--- src/rtl/hazard_forwarding_ctrl_pkg.sv ---
// Shared definitions for the MIPS pipeline hazard/forwarding controller:
// forwarding-select encodings, controller FSM states and default field widths.
package mips_pkg;

    // Default widths: register index, forwarding select, stall-event counter
    localparam int unsigned REG_IDX_W   = 5;
    localparam int unsigned FWD_SEL_W   = 3;
    localparam int unsigned STALL_CNT_W = 16;

    // ALU operand mux selects
    localparam logic [FWD_SEL_W-1:0] FWD_REG   = 3'b000;  // register file value
    localparam logic [FWD_SEL_W-1:0] FWD_EXMEM = 3'b001;  // EX/MEM pipeline register
    localparam logic [FWD_SEL_W-1:0] FWD_MEMWB = 3'b010;  // MEM/WB pipeline register

    // Debug control FSM
    typedef enum logic {
        RUN  = 1'b0,
        HALT = 1'b1
    } ctrl_state_t;

endpackage

--- src/rtl/hazard_forwarding_ctrl_if.sv ---
// ID-stage request / control-response bundle between the pipeline datapath
// (master) and the hazard/forwarding controller (slave).
interface hazard_forwarding_ctrl_if
    import mips_pkg::*;
#(
    parameter int unsigned NBITS_REG     = REG_IDX_W,
    parameter int unsigned CORTOCIRCUITO = FWD_SEL_W,
    parameter int unsigned NBITS_CNT     = STALL_CNT_W
);

    logic [NBITS_REG-1:0]     i_id_rs;
    logic [NBITS_REG-1:0]     i_id_rt;
    logic                     i_id_use_rs;
    logic                     i_id_use_rt;
    logic [NBITS_REG-1:0]     i_id_rd;
    logic                     i_id_regwrite;
    logic                     i_id_memread;
    logic                     i_flush;
    logic                     i_halt;
    logic                     i_step;
    logic [CORTOCIRCUITO-1:0] o_corto_circuito_rega;
    logic [CORTOCIRCUITO-1:0] o_corto_circuito_regb;
    logic                     o_stall;
    logic                     o_bubble;
    logic                     o_halted;
    logic [NBITS_CNT-1:0]     o_stall_count;

    modport master (
        output i_id_rs, i_id_rt, i_id_use_rs, i_id_use_rt, i_id_rd,
               i_id_regwrite, i_id_memread, i_flush, i_halt, i_step,
        input  o_corto_circuito_rega, o_corto_circuito_regb,
               o_stall, o_bubble, o_halted, o_stall_count
    );

    modport slave (
        input  i_id_rs, i_id_rt, i_id_use_rs, i_id_use_rt, i_id_rd,
               i_id_regwrite, i_id_memread, i_flush, i_halt, i_step,
        output o_corto_circuito_rega, o_corto_circuito_regb,
               o_stall, o_bubble, o_halted, o_stall_count
    );

endinterface

--- src/rtl/hazard_forwarding_ctrl_fwd_select.sv ---
// Forwarding priority for one ALU operand: the nearest in-flight writer of the
// source register wins; register 0 is never forwarded.
module fwd_select
    import mips_pkg::*;
#(
    parameter int unsigned NBITS_REG     = REG_IDX_W,
    parameter int unsigned CORTOCIRCUITO = FWD_SEL_W
)(
    input  logic                     ex_valid,
    input  logic                     ex_regwrite,
    input  logic [NBITS_REG-1:0]     ex_rd,
    input  logic                     mem_valid,
    input  logic                     mem_regwrite,
    input  logic [NBITS_REG-1:0]     mem_rd,
    input  logic [NBITS_REG-1:0]     src,
    output logic [CORTOCIRCUITO-1:0] sel
);

    logic ex_hit;
    logic mem_hit;

    // Writer match against EX and MEM, EX taking priority
    always_comb begin
        ex_hit  = ex_valid  & ex_regwrite  & (ex_rd  != '0) & (ex_rd  == src);
        mem_hit = mem_valid & mem_regwrite & (mem_rd != '0) & (mem_rd == src);
        sel     = CORTOCIRCUITO'(FWD_REG);
        if (ex_hit) begin
            sel = CORTOCIRCUITO'(FWD_EXMEM);
        end else if (mem_hit) begin
            sel = CORTOCIRCUITO'(FWD_MEMWB);
        end
    end

endmodule

--- src/rtl/hazard_forwarding_ctrl.sv ---
// Forwarding / load-use hazard controller for the 5-stage MIPS pipeline with
// branch flush and debug halt / single-step.
module hazard_forwarding_ctrl
    import mips_pkg::*;
#(
    parameter int unsigned NBITS_REG     = REG_IDX_W,
    parameter int unsigned CORTOCIRCUITO = FWD_SEL_W,
    parameter int unsigned NBITS_CNT     = STALL_CNT_W
)(
    input  logic                    i_clock,
    input  logic                    i_reset,
    hazard_forwarding_ctrl_if.slave bus
);

    typedef struct packed {
        logic                 valid;
        logic                 regwrite;
        logic [NBITS_REG-1:0] rd;
    } writer_t;

    typedef struct packed {
        writer_t w;
        logic    memread;
    } ex_entry_t;

    // Only EX and MEM are consulted for forwarding; an instruction in WB has
    // already written the register file by the time ID reads it, so the WB
    // slot and the source indices carry no state anything depends on.
    ex_entry_t                sb_ex;
    writer_t                  sb_mem;
    ex_entry_t                id_entry;

    ctrl_state_t              state;
    ctrl_state_t              state_nxt;

    logic                     hazard;
    logic                     advance;
    logic                     squash;
    logic                     stall;
    logic                     bubble;
    logic                     ld_stall;

    logic [CORTOCIRCUITO-1:0] sel_a_nxt;
    logic [CORTOCIRCUITO-1:0] sel_b_nxt;
    logic [CORTOCIRCUITO-1:0] sel_a_q;
    logic [CORTOCIRCUITO-1:0] sel_b_q;
    logic [NBITS_CNT-1:0]     cnt_q;

    fwd_select #(
        .NBITS_REG     (NBITS_REG),
        .CORTOCIRCUITO (CORTOCIRCUITO)
    ) u_fwd_a (
        .ex_valid     (sb_ex.w.valid),
        .ex_regwrite  (sb_ex.w.regwrite),
        .ex_rd        (sb_ex.w.rd),
        .mem_valid    (sb_mem.valid),
        .mem_regwrite (sb_mem.regwrite),
        .mem_rd       (sb_mem.rd),
        .src          (bus.i_id_rs),
        .sel          (sel_a_nxt)
    );

    fwd_select #(
        .NBITS_REG     (NBITS_REG),
        .CORTOCIRCUITO (CORTOCIRCUITO)
    ) u_fwd_b (
        .ex_valid     (sb_ex.w.valid),
        .ex_regwrite  (sb_ex.w.regwrite),
        .ex_rd        (sb_ex.w.rd),
        .mem_valid    (sb_mem.valid),
        .mem_regwrite (sb_mem.regwrite),
        .mem_rd       (sb_mem.rd),
        .src          (bus.i_id_rt),
        .sel          (sel_b_nxt)
    );

    // Load in EX whose destination is read by the instruction in ID
    always_comb begin
        hazard = sb_ex.w.valid & sb_ex.memread & (sb_ex.w.rd != '0) &
                 ((bus.i_id_use_rs & (sb_ex.w.rd == bus.i_id_rs)) |
                  (bus.i_id_use_rt & (sb_ex.w.rd == bus.i_id_rt)));
        id_entry.w.valid    = 1'b1;
        id_entry.w.regwrite = bus.i_id_regwrite;
        id_entry.w.rd       = bus.i_id_rd;
        id_entry.memread    = bus.i_id_memread;
    end

    // Debug FSM state register
    always_ff @(posedge i_clock) begin
        if (i_reset) begin
            state <= RUN;
        end else begin
            state <= state_nxt;
        end
    end

    // Debug FSM next state: halt request is a level
    always_comb begin
        state_nxt = state;
        case (state)
            RUN:     if (bus.i_halt)  state_nxt = HALT;
            HALT:    if (!bus.i_halt) state_nxt = RUN;
            default: state_nxt = RUN;
        endcase
    end

    // Debug FSM outputs; a step cycle in HALT follows the full RUN rules
    always_comb begin
        advance  = (state == RUN) | bus.i_step;
        squash   = hazard | bus.i_flush;
        stall    = advance ? (hazard & ~bus.i_flush) : 1'b1;
        bubble   = advance & squash;
        ld_stall = advance & hazard & ~bus.i_flush;
    end

    // Scoreboard shift and registered forwarding selects
    always_ff @(posedge i_clock) begin
        if (i_reset) begin
            sb_ex   <= '0;
            sb_mem  <= '0;
            sel_a_q <= CORTOCIRCUITO'(FWD_REG);
            sel_b_q <= CORTOCIRCUITO'(FWD_REG);
        end else if (advance) begin
            sb_mem  <= sb_ex.w;
            sb_ex   <= squash ? '0 : id_entry;
            sel_a_q <= squash ? CORTOCIRCUITO'(FWD_REG) : sel_a_nxt;
            sel_b_q <= squash ? CORTOCIRCUITO'(FWD_REG) : sel_b_nxt;
        end
    end

    // Saturating load-use stall counter
    always_ff @(posedge i_clock) begin
        if (i_reset) begin
            cnt_q <= '0;
        end else if (ld_stall && (cnt_q != '1)) begin
            cnt_q <= cnt_q + 1'b1;
        end
    end

    // Drive the response side of the bus
    always_comb begin
        bus.o_corto_circuito_rega = sel_a_q;
        bus.o_corto_circuito_regb = sel_b_q;
        bus.o_stall               = stall;
        bus.o_bubble              = bubble;
        bus.o_halted              = (state == HALT);
        bus.o_stall_count         = cnt_q;
    end

endmodule
--- src/flat_wrapper.sv ---
// flat-port wrapper written by rule: the top's interface ports become plain ports
module hazard_forwarding_ctrl_flat import mips_pkg::*;
#(
    parameter int unsigned NBITS_REG     = REG_IDX_W,
    parameter int unsigned CORTOCIRCUITO = FWD_SEL_W,
    parameter int unsigned NBITS_CNT     = STALL_CNT_W
)
  (i_clock, i_reset, bus_i_id_rs, bus_i_id_rt, bus_i_id_use_rs, bus_i_id_use_rt, bus_i_id_rd, bus_i_id_regwrite, bus_i_id_memread, bus_i_flush, bus_i_halt, bus_i_step, bus_o_corto_circuito_rega, bus_o_corto_circuito_regb, bus_o_stall, bus_o_bubble, bus_o_halted, bus_o_stall_count);
  hazard_forwarding_ctrl_if #(.NBITS_REG(NBITS_REG), .CORTOCIRCUITO(CORTOCIRCUITO), .NBITS_CNT(NBITS_CNT)) bus_i ();
  input  logic i_clock;
  input  logic i_reset;
  input wire logic [$bits(bus_i.i_id_rs)-1:0] bus_i_id_rs;
  input wire logic [$bits(bus_i.i_id_rt)-1:0] bus_i_id_rt;
  input wire logic [$bits(bus_i.i_id_use_rs)-1:0] bus_i_id_use_rs;
  input wire logic [$bits(bus_i.i_id_use_rt)-1:0] bus_i_id_use_rt;
  input wire logic [$bits(bus_i.i_id_rd)-1:0] bus_i_id_rd;
  input wire logic [$bits(bus_i.i_id_regwrite)-1:0] bus_i_id_regwrite;
  input wire logic [$bits(bus_i.i_id_memread)-1:0] bus_i_id_memread;
  input wire logic [$bits(bus_i.i_flush)-1:0] bus_i_flush;
  input wire logic [$bits(bus_i.i_halt)-1:0] bus_i_halt;
  input wire logic [$bits(bus_i.i_step)-1:0] bus_i_step;
  output wire logic [$bits(bus_i.o_corto_circuito_rega)-1:0] bus_o_corto_circuito_rega;
  output wire logic [$bits(bus_i.o_corto_circuito_regb)-1:0] bus_o_corto_circuito_regb;
  output wire logic [$bits(bus_i.o_stall)-1:0] bus_o_stall;
  output wire logic [$bits(bus_i.o_bubble)-1:0] bus_o_bubble;
  output wire logic [$bits(bus_i.o_halted)-1:0] bus_o_halted;
  output wire logic [$bits(bus_i.o_stall_count)-1:0] bus_o_stall_count;
  assign bus_i.i_id_rs = bus_i_id_rs;
  assign bus_i.i_id_rt = bus_i_id_rt;
  assign bus_i.i_id_use_rs = bus_i_id_use_rs;
  assign bus_i.i_id_use_rt = bus_i_id_use_rt;
  assign bus_i.i_id_rd = bus_i_id_rd;
  assign bus_i.i_id_regwrite = bus_i_id_regwrite;
  assign bus_i.i_id_memread = bus_i_id_memread;
  assign bus_i.i_flush = bus_i_flush;
  assign bus_i.i_halt = bus_i_halt;
  assign bus_i.i_step = bus_i_step;
  assign bus_o_corto_circuito_rega = bus_i.o_corto_circuito_rega;
  assign bus_o_corto_circuito_regb = bus_i.o_corto_circuito_regb;
  assign bus_o_stall = bus_i.o_stall;
  assign bus_o_bubble = bus_i.o_bubble;
  assign bus_o_halted = bus_i.o_halted;
  assign bus_o_stall_count = bus_i.o_stall_count;
  hazard_forwarding_ctrl #(.NBITS_REG(NBITS_REG), .CORTOCIRCUITO(CORTOCIRCUITO), .NBITS_CNT(NBITS_CNT)) u_core (.i_clock(i_clock), .i_reset(i_reset), .bus(bus_i));
endmodule
--- config.mk ---
export PLATFORM = sky130hd
export DESIGN_NAME = hazard_forwarding_ctrl_flat
export DESIGN_NICKNAME = d
export VERILOG_FILES = /design/src/rtl/hazard_forwarding_ctrl_pkg.sv /design/src/rtl/hazard_forwarding_ctrl_if.sv /design/src/rtl/hazard_forwarding_ctrl_fwd_select.sv /design/src/rtl/hazard_forwarding_ctrl.sv /design/src/flat_wrapper.sv
export SDC_FILE = /design/constraint.sdc
export NUM_CORES = 1
export LEC_CHECK = 0
export ABC_AREA = 1
export CAP_MARGIN = 5
export CORE_MARGIN = 2
export CORE_UTILIZATION = 56
export DETAILED_ROUTE_END_ITERATION = 10
export DONT_BUFFER_PORTS = 1
export GPL_ROUTABILITY_DRIVEN = 0
export GPL_TIMING_DRIVEN = 0
export PLACE_DENSITY_LB_ADDON = 0.1
export SETUP_SLACK_MARGIN = 0.05
export SYNTH_ARGS = -nofsm -noshare
export SYNTH_HDL_FRONTEND = slang
export SYNTH_SLANG_ARGS = --single-unit
--- constraint.sdc ---
create_clock -name i_clock -period 1.5 [get_ports i_clock]
set_input_delay 0.225 -clock i_clock [delete_from_list [all_inputs] [get_ports i_clock]]
set_output_delay 0.225 -clock i_clock [all_outputs]
set_load 0.05 [all_outputs]
==> out/metrics.yaml, run 1 <==
run_status:
  status: "finished with violations"
  violations: "negative setup slack"
global_routing:
  antenna_found_initial: 0
  grt_pass1_vias: 1838
  grtUsageTotal_pct: 25.2
  grt_max_degree: 11
  grt_remaining_overflow: 0
  grt_pass1_wl_um: 8000
timing:
  grt_setup_unrepaired: "true"
  skew_ns: 0.0105
  report.final.hold_viol_count: 0
  tns_ns: -7.41
  post-route-period-util_pct: 130
  hold_slack_ns: 0.00417
  setup_viol: 30
  max_slew_margin_pct: 56.0
  fin_crit_ns: 1.95
  max_slew.worst_pin.slew_ns: 0.659
  slew_violations: 0
  setup_slack_ns: -0.451
  fmax_mhz: 513
pwr:
  power_density_nw_per_um2: 701
  ir_drop_v: 0.000692
  power.leakage_nw: 1.10
critical_path:
  r2r_start: "u_core.bus.o_stall_count[0]"
  critical_path.endpoint: "bus_o_bubble"
  path_depth: 6
  crit_type: "flip-flop to output port"
  crit_start: "u_core.sb_ex[1]"
  endpoint_kind: "output port"
  start_kind: "flip-flop"
  worst_path_max_delay_cell: "dfxtp_4"
  timing.reg2reg.worst_path_depth: 10
  crit_required_ns: 1.27
  reg2reg_to: "u_core.bus.o_stall_count[15]"
  cp_cell_sequence: "xor2_1, nor2_2, nand4_1, nand2_2, nand2_4, a21oi_4"
  crit_arrival_ns: 1.73
  worstPathMaxFanout: 5
  r2r_slack_ns: -0.35
  max_stage_delay_ns: 0.38
  path_buf_inv: 0
  cp_top_family: "simple AND/OR/NAND/NOR gates"
cts:
  cts_tree: "yes"
  cts.sinks: 36
  clk_path_buf_depth: 2
  cts-root-buf: "clkbuf_4"
  cts_buffers: 5
  clock_latency_ns: 0.35
  path_clk_slew_ns: 0.11
  clock_tree.htree_level_count: 2
route:
  via_count: 2012
  drt_iter0_drc: 83
  wl_per_cell_um: 13.3
  dr.pass1.iters: 4
  drc: 0
  routed_wl_um: 5100
  drtAntennaViolNets: 0
  avgViaCountPerCell: 5.23
min_path:
  hold_depth: 2
  hold_class: "input port to flip-flop"
synthesis:
  synth-seq-cells: 36
  synthCells: 301
  async_flop_share_pct: 0
  yosys_warnings: 0
  synthTopCellsByCount: "74 x nand2_1, 44 x nor2_1, 36 x dfxtp_1, 30 x a21oi_1, 30 x inv_1"
  synth-edff-count: 0
  syn-cell-area_um2: 1980
  synth_largest_area_cell: "dfxtp_1"
  synth_ff_type: "dfxtp_1"
  synth_top_area_share_pct: 36.5
  synth_area_per_cell_um2: 6.57
  synthDistinctLibCells: 23
  synthMostInstantiatedCell: "nand2_1"
  synth_seq_area_share_pct: 36.5
  synth_area_leaders: "dfxtp_1 36%, nand2_1 14%, nor2_1 8.4%"
cells_and_area:
  syn_to_final_growth_pct: 28.9
  fin_area_um2: 2550
  drive_above_1_share_pct: 28.6
  fillers: 261
  fin_nets: 363
  antenna_cells: 0
floorplanning:
  dieWidth_um: 63.4
  core_area_um2: 3360
  floorplan.initialDensity_pct: 58.8
  die_area_um2: 4020
  die_h_um: 63.4
  rows: 21
  ios: 49
job:
  max_cap_violations: 0
placement:
  port_buffers: 0
  place_area_um2: 2120
  place_ws_ns: -0.373
  hpwlAfterDp_um: 3350
==> where the power goes <==
| part | internal, mW | switching [mW] |
|---|---|---|
| Sequential | 0.964 | 0.0291 |
| Clock | 0.231 | 0.322 |
| Combinational | 0.103 | 0.137 |
| Total | 1.30 | 0.488 |
==> worst register-to-register path: cells and delay by family, from the launching register on <==
| family | cells | cell delay (ns) |
|---|---|---|
| AO/OA/AOI/OAI | 1 | 0.13 |
| adder cells (fa/ha/maj) | 1 | 0.17 |
| flip-flops | 1 | 0.49 |
| AND/OR/NAND/NOR | 8 | 0.94 |
==> layout by cell type (no fill, tap or decap), types with 7 or more instances in the layout <==
cell type,count
a21oi_1,23
buf_4,22
buf_6,7
dfxtp_1,16
dfxtp_2,10
dfxtp_4,10
inv_1,28
nand2_1,69
nand3_1,24
nor2_1,35
nor2_2,11
o21ai_0,8
xnor2_1,7
xor2_1,8
==> per-layer routing <==
| layer | up-vias | global-route usage [%] | routed length (µm) |
|---|---|---|---|
| li1 | 1034 | - | - |
| met1 | 915 | 33.3 | 2400 |
| met4 | 0 | 8.42 | 75 |
| met5 | - | 0 | 0 |
| met2 | 55 | 38.9 | 2310 |
| met3 | 8 | 7.86 | 316 |
==> layout make-up <==
cell class / instances / area [µm²] / share of cell area (%)
well taps: 46 / 57.6 / 2.26
clock buffers: 8 / 58.8 / 2.31
flip-flops and latches: 36 / 771 / 30.3
inverters: 34 / 134 / 5.26
plain buffers: 10 / 70.1 / 2.75
multi-input cells: 222 / 1210 / 47.5
repair buffers: 29 / 245 / 9.63
==> repair_timing <==
action,in CTS,in global routing
buffers inserted,12,9
gates resized for setup,25,25
gates cloned,3,0
hold endpoints to repair,4,2
setup endpoints to repair,36,37
hold buffers,3,2
pin swaps,19,14
==> registers in the layout, summed over array words and instances (netlist names) <==
name                              flops
u_core.bus.o_corto_circuito_rega      2
u_core.bus.o_corto_circuito_regb      2
u_core.bus.o_halted                   1
u_core.bus.o_stall_count             16
u_core.sb_ex                          8
u_core.sb_mem                         7
==> worst min path at each step <==
| stage | startpoint | endpoint | slack, ns |
|---|---|---|---|
| 2_1_floorplan | i_reset | u_core.bus.o_corto_circuito_rega[1] | 0.29 |
| 3_3_place_gp | i_reset | u_core.bus.o_corto_circuito_rega[1] | 0.30 |
| 3_5_place_dp | i_reset | u_core.bus.o_corto_circuito_regb[1] | 0.30 |
| 4_1_cts | bus_i_id_rd[3] | u_core.sb_ex[4] | 0.0002 |
| 5_1_grt | bus_i_id_regwrite | u_core.sb_ex[6] | 0.002 |
| 6_report | bus_i_id_regwrite | u_core.sb_ex[6] | 0.004 |
==> per-stage QoR <==
stage               power, mW  utilization [%]  cells
global route             1.86             75.7    385
floorplan                1.17                -    302
CTS                      1.76             70.9    374
global placement         1.20             62.9    348
detailed placement       1.21             62.9    348
finish                   1.79             75.7    385
==> cells by family (layout without fill, tap and decap cells) <==
logic type               Yosys count  count (layout)  synth area share, %
flip-flops                        36              36                 36.5
XOR/XNOR                          15              15                 6.65
adder cells (fa/ha/maj)            1               1                0.633
other                              1               2                0.190
AND/OR/NAND/NOR                  165             165                 36.5
AO/OA/AOI/OAI                     39              39                 9.87
buffers and inverters             44              81                 9.68
Note: power is estimated with default switching activity, not from simulation.
==> run 2, diff against run 1 <==
--- a/config.mk
+++ b/config.mk
@@ -11,9 +11,9 @@
 export CORE_UTILIZATION = 56
 export DETAILED_ROUTE_END_ITERATION = 10
 export DONT_BUFFER_PORTS = 1
-export GPL_ROUTABILITY_DRIVEN = 0
 export GPL_TIMING_DRIVEN = 0
-export PLACE_DENSITY_LB_ADDON = 0.1
+export PLACE_DENSITY = 0.74
+export RECOVER_POWER = 50
 export SETUP_SLACK_MARGIN = 0.05
 export SYNTH_ARGS = -nofsm -noshare
 export SYNTH_HDL_FRONTEND = slang
==> run 2 against run 1 <==
  * The flow finishes with violations (negative hold slack, negative setup slack)
  * Non-clock buffer count decreased by 1
  * Clock-buffer cell count unchanged
  * Cell area increased by 6.2%
  * Critical path depth unchanged
  * Largest power group unchanged
==> out/metrics.yaml, run 2 (synthesis results as in run 1) <==
min_path:
  hold_depth: 2  # unchanged
  hold_start: "bus_i_id_rd[3]"  # was bus_i_id_regwrite
  hold_class: "input port to flip-flop"  # unchanged
  holdPathEnd: "u_core.sb_ex[4]"  # was u_core.sb_ex[6]
pwr:
  power_mw: 1.82  # was 1.79 mW
  power_density_nw_per_um2: 674  # was 701 nW/µm²
  comb_power_share_pct: 14.1  # was 13.5%
  power_frac_clock_pct: 31.3  # was 31.0%
  power.leakage_nw: 1.14  # was 1.10 nW
  switching_share_pct: 28.7  # was 27.3%
  ir_drop_v: 0.000591  # was 0.000692 V
  pwr-share-seq_pct: 54.6  # was 55.6%
  p_int_mw: 1.30  # about the same
  switchingPower_mw: 0.523  # was 0.488 mW
placement:
  place_area_um2: 2120  # unchanged
  place.gp.congestion: 0.914
  place_ws_ns: -0.364  # was -0.373 ns
  port_buffers: 0  # unchanged
  hpwlAfterDp_um: 3430  # was 3350 µm
timing:
  max_slew.worst_pin.slew_ns: 0.641  # was 0.659 ns
  post-route-period-util_pct: 132  # was 130%
  setup_slack_ns: -0.476  # was -0.451 ns
  report.final.hold_viol_count: 3  # was 0
  skew_ns: 0.0111  # was 0.0105 ns
  setup_viol: 30  # unchanged
  grt_setup_unrepaired: "true"  # unchanged
  tns_ns: -10.37  # was -7.41 ns
  fmax_mhz: 506  # was 513 MHz
  slew_violations: 0  # unchanged
  hold_slack_ns: -0.00691  # was 0.00417 ns
  fin_crit_ns: 1.98  # was 1.95 ns
  max_slew_margin_pct: 57.2  # was 56.0%
global_routing:
  grt_max_degree: 11  # unchanged
  grt_pass1_vias: 2013  # was 1838
  grtUsageTotal_pct: 28.7  # was 25.2%
  antenna_found_initial: 0  # unchanged
  grt_pass1_wl_um: 8980  # was 8000 µm
  grt_remaining_overflow: 0  # unchanged
critical_path:
  r2r_slack_ns: -0.45  # was -0.35 ns
  crit_arrival_ns: 1.75  # was 1.73 ns
  crit_required_ns: 1.27  # about the same
  start_kind: "flip-flop"  # unchanged
  r2r_start: "u_core.sb_ex[1]"  # was u_core.bus.o_stall_count[0]
  worstPathMaxFanout: 5  # unchanged
  endpoint_kind: "output port"  # unchanged
  timing.reg2reg.worst_path_depth: 12  # was 10
  reg2reg_to: "u_core.bus.o_stall_count[11]"  # was u_core.bus.o_stall_count[15]
  crit_type: "flip-flop to output port"  # unchanged
route:
  wl_per_cell_um: 15.0  # was 13.3 µm
  drc: 0  # unchanged
  via_count: 2115  # was 2012
  routed_wl_um: 5780  # was 5100 µm
  drtAntennaViolNets: 0  # unchanged
  avgViaCountPerCell: 5.49  # was 5.23
  drt_iter0_drc: 153  # was 83
  dr.pass1.iters: 5  # was 4
cells_and_area:
  fin_area_um2: 2710  # was 2550 µm²
  drive_above_1_share_pct: 35.7  # was 28.6%
  antenna_cells: 0  # unchanged
  syn_to_final_growth_pct: 36.8  # was 28.9%
  fillers: 236  # was 261
  fin_util_pct: 80.4  # was 75.7%
  largest_register_ff_count: 16  # unchanged
  final_common_cell: "nand2_1"  # unchanged
  fin_nets: 363  # unchanged
  final_cell_mix: "63 x nand2_1, 33 x nor2_1, 27 x inv_1"  # was 69 x nand2_1, 35 x nor2_1, 28 x inv_1
floorplanning:
  die_h_um: 63.4  # unchanged
  dieWidth_um: 63.4  # unchanged
  core_area_um2: 3360  # unchanged
  floorplan.initialDensity_pct: 58.8  # unchanged
  die_area_um2: 4020  # unchanged
  ios: 49  # unchanged
  rows: 21  # unchanged
run_status:
  status: "finished with violations"  # unchanged
  violations: "negative hold slack, negative setup slack"  # was negative setup slack
cts:
  cts-root-buf: "clkbuf_4"  # unchanged
  path_clk_slew_ns: 0.11  # about the same
  cts.sinks: 36  # unchanged
  clock_tree.htree_level_count: 2  # unchanged
  clock_latency_ns: 0.37  # was 0.35 ns
  cts_tree: "yes"  # unchanged
  cts_buffers: 5  # unchanged
  clk_path_buf_depth: 2  # unchanged
job:
  max_cap_violations: 0  # unchanged
run 2: worst max-delay path by stage:
| stage | slack, ns | cells after the start | end | from |
|---|---|---|---|---|
| final | -0.48 | 6 | bus_o_bubble | u_core.sb_ex[1] |
| after global routing | -0.57 | 12 | u_core.bus.o_stall_count[11] | u_core.sb_ex[1] |
| after CTS | -0.42 | 8 | bus_o_bubble | u_core.sb_ex[3] |
| after detailed placement | -0.36 | 11 | u_core.bus.o_stall_count[13] | u_core.bus.o_stall_count[0] |
| after global placement | -0.34 | 11 | u_core.bus.o_stall_count[15] | u_core.bus.o_stall_count[0] |
| after floorplan | -0.16 | 10 | u_core.bus.o_stall_count[13] | u_core.bus.o_stall_count[1] |
run 2: per-stage QoR:
step,std cells,hold slack (ns)
3_5_place_dp,348,0.301
3_3_place_gp,348,0.295
2_1_floorplan,302,0.294
4_1_cts,382,0.00171
6_report,385,-0.00691
5_1_grt,385,-0.00377
run 2: power by group through the flow:
| stage | Clock (mW) | Combinational [mW] | Sequential, mW |
|---|---|---|---|
| 4_1_cts | 0.562 | 0.227 | 0.994 |
| 6_report | 0.571 | 0.257 | 0.996 |
| 2_1_floorplan | 0 | 0.156 | 1.02 |
| 5_1_grt | 0.601 | 0.279 | 0.999 |
| 3_5_place_dp | 0 | 0.186 | 1.02 |
| 3_3_place_gp | 0 | 0.181 | 1.02 |
run 2: cell type report:
class / count / area, µm² / share of cell area [%]
buffer: 10 / 68.8 / 2.54
clock buffer: 8 / 58.8 / 2.17
inverter: 34 / 149 / 5.50
multi-input combinational: 223 / 1330 / 49.0
sequential: 36 / 768 / 28.4
tap: 46 / 57.6 / 2.13
timing repair buffer: 28 / 277 / 10.2
run 2: routing by layer:
| layer | vias up | global-route usage (%) | part of all wire (%) |
|---|---|---|---|
| li1 | 1034 | - | - |
| met5 | - | 0 | 0 |
| met3 | 12 | 7.86 | 8.6 |
| met1 | 975 | 34.5 | 40 |
| met2 | 94 | 47.2 | 50 |
| met4 | 0 | 13.6 | 1.6 |
run 2: timing repair:
action | in CTS | in global routing
cloned | 4 | 0
hold buffers | 3 | 0
setup endpoints to repair | 36 | 36
resized for setup | 40 | 44
hold endpoints to repair | 4 | 0
setup buffers | 19 | 3
pin swaps | 18 | 28
run 2: worst max-delay path, cell delays in order (launching register included):
cell,delay (ns)
dfxtp_4,0.39
xor2_2,0.15
nor2_2,0.14
nand4_1,0.12
nand2_2,0.15
nand2_4,0.07
a21oi_4,0.37
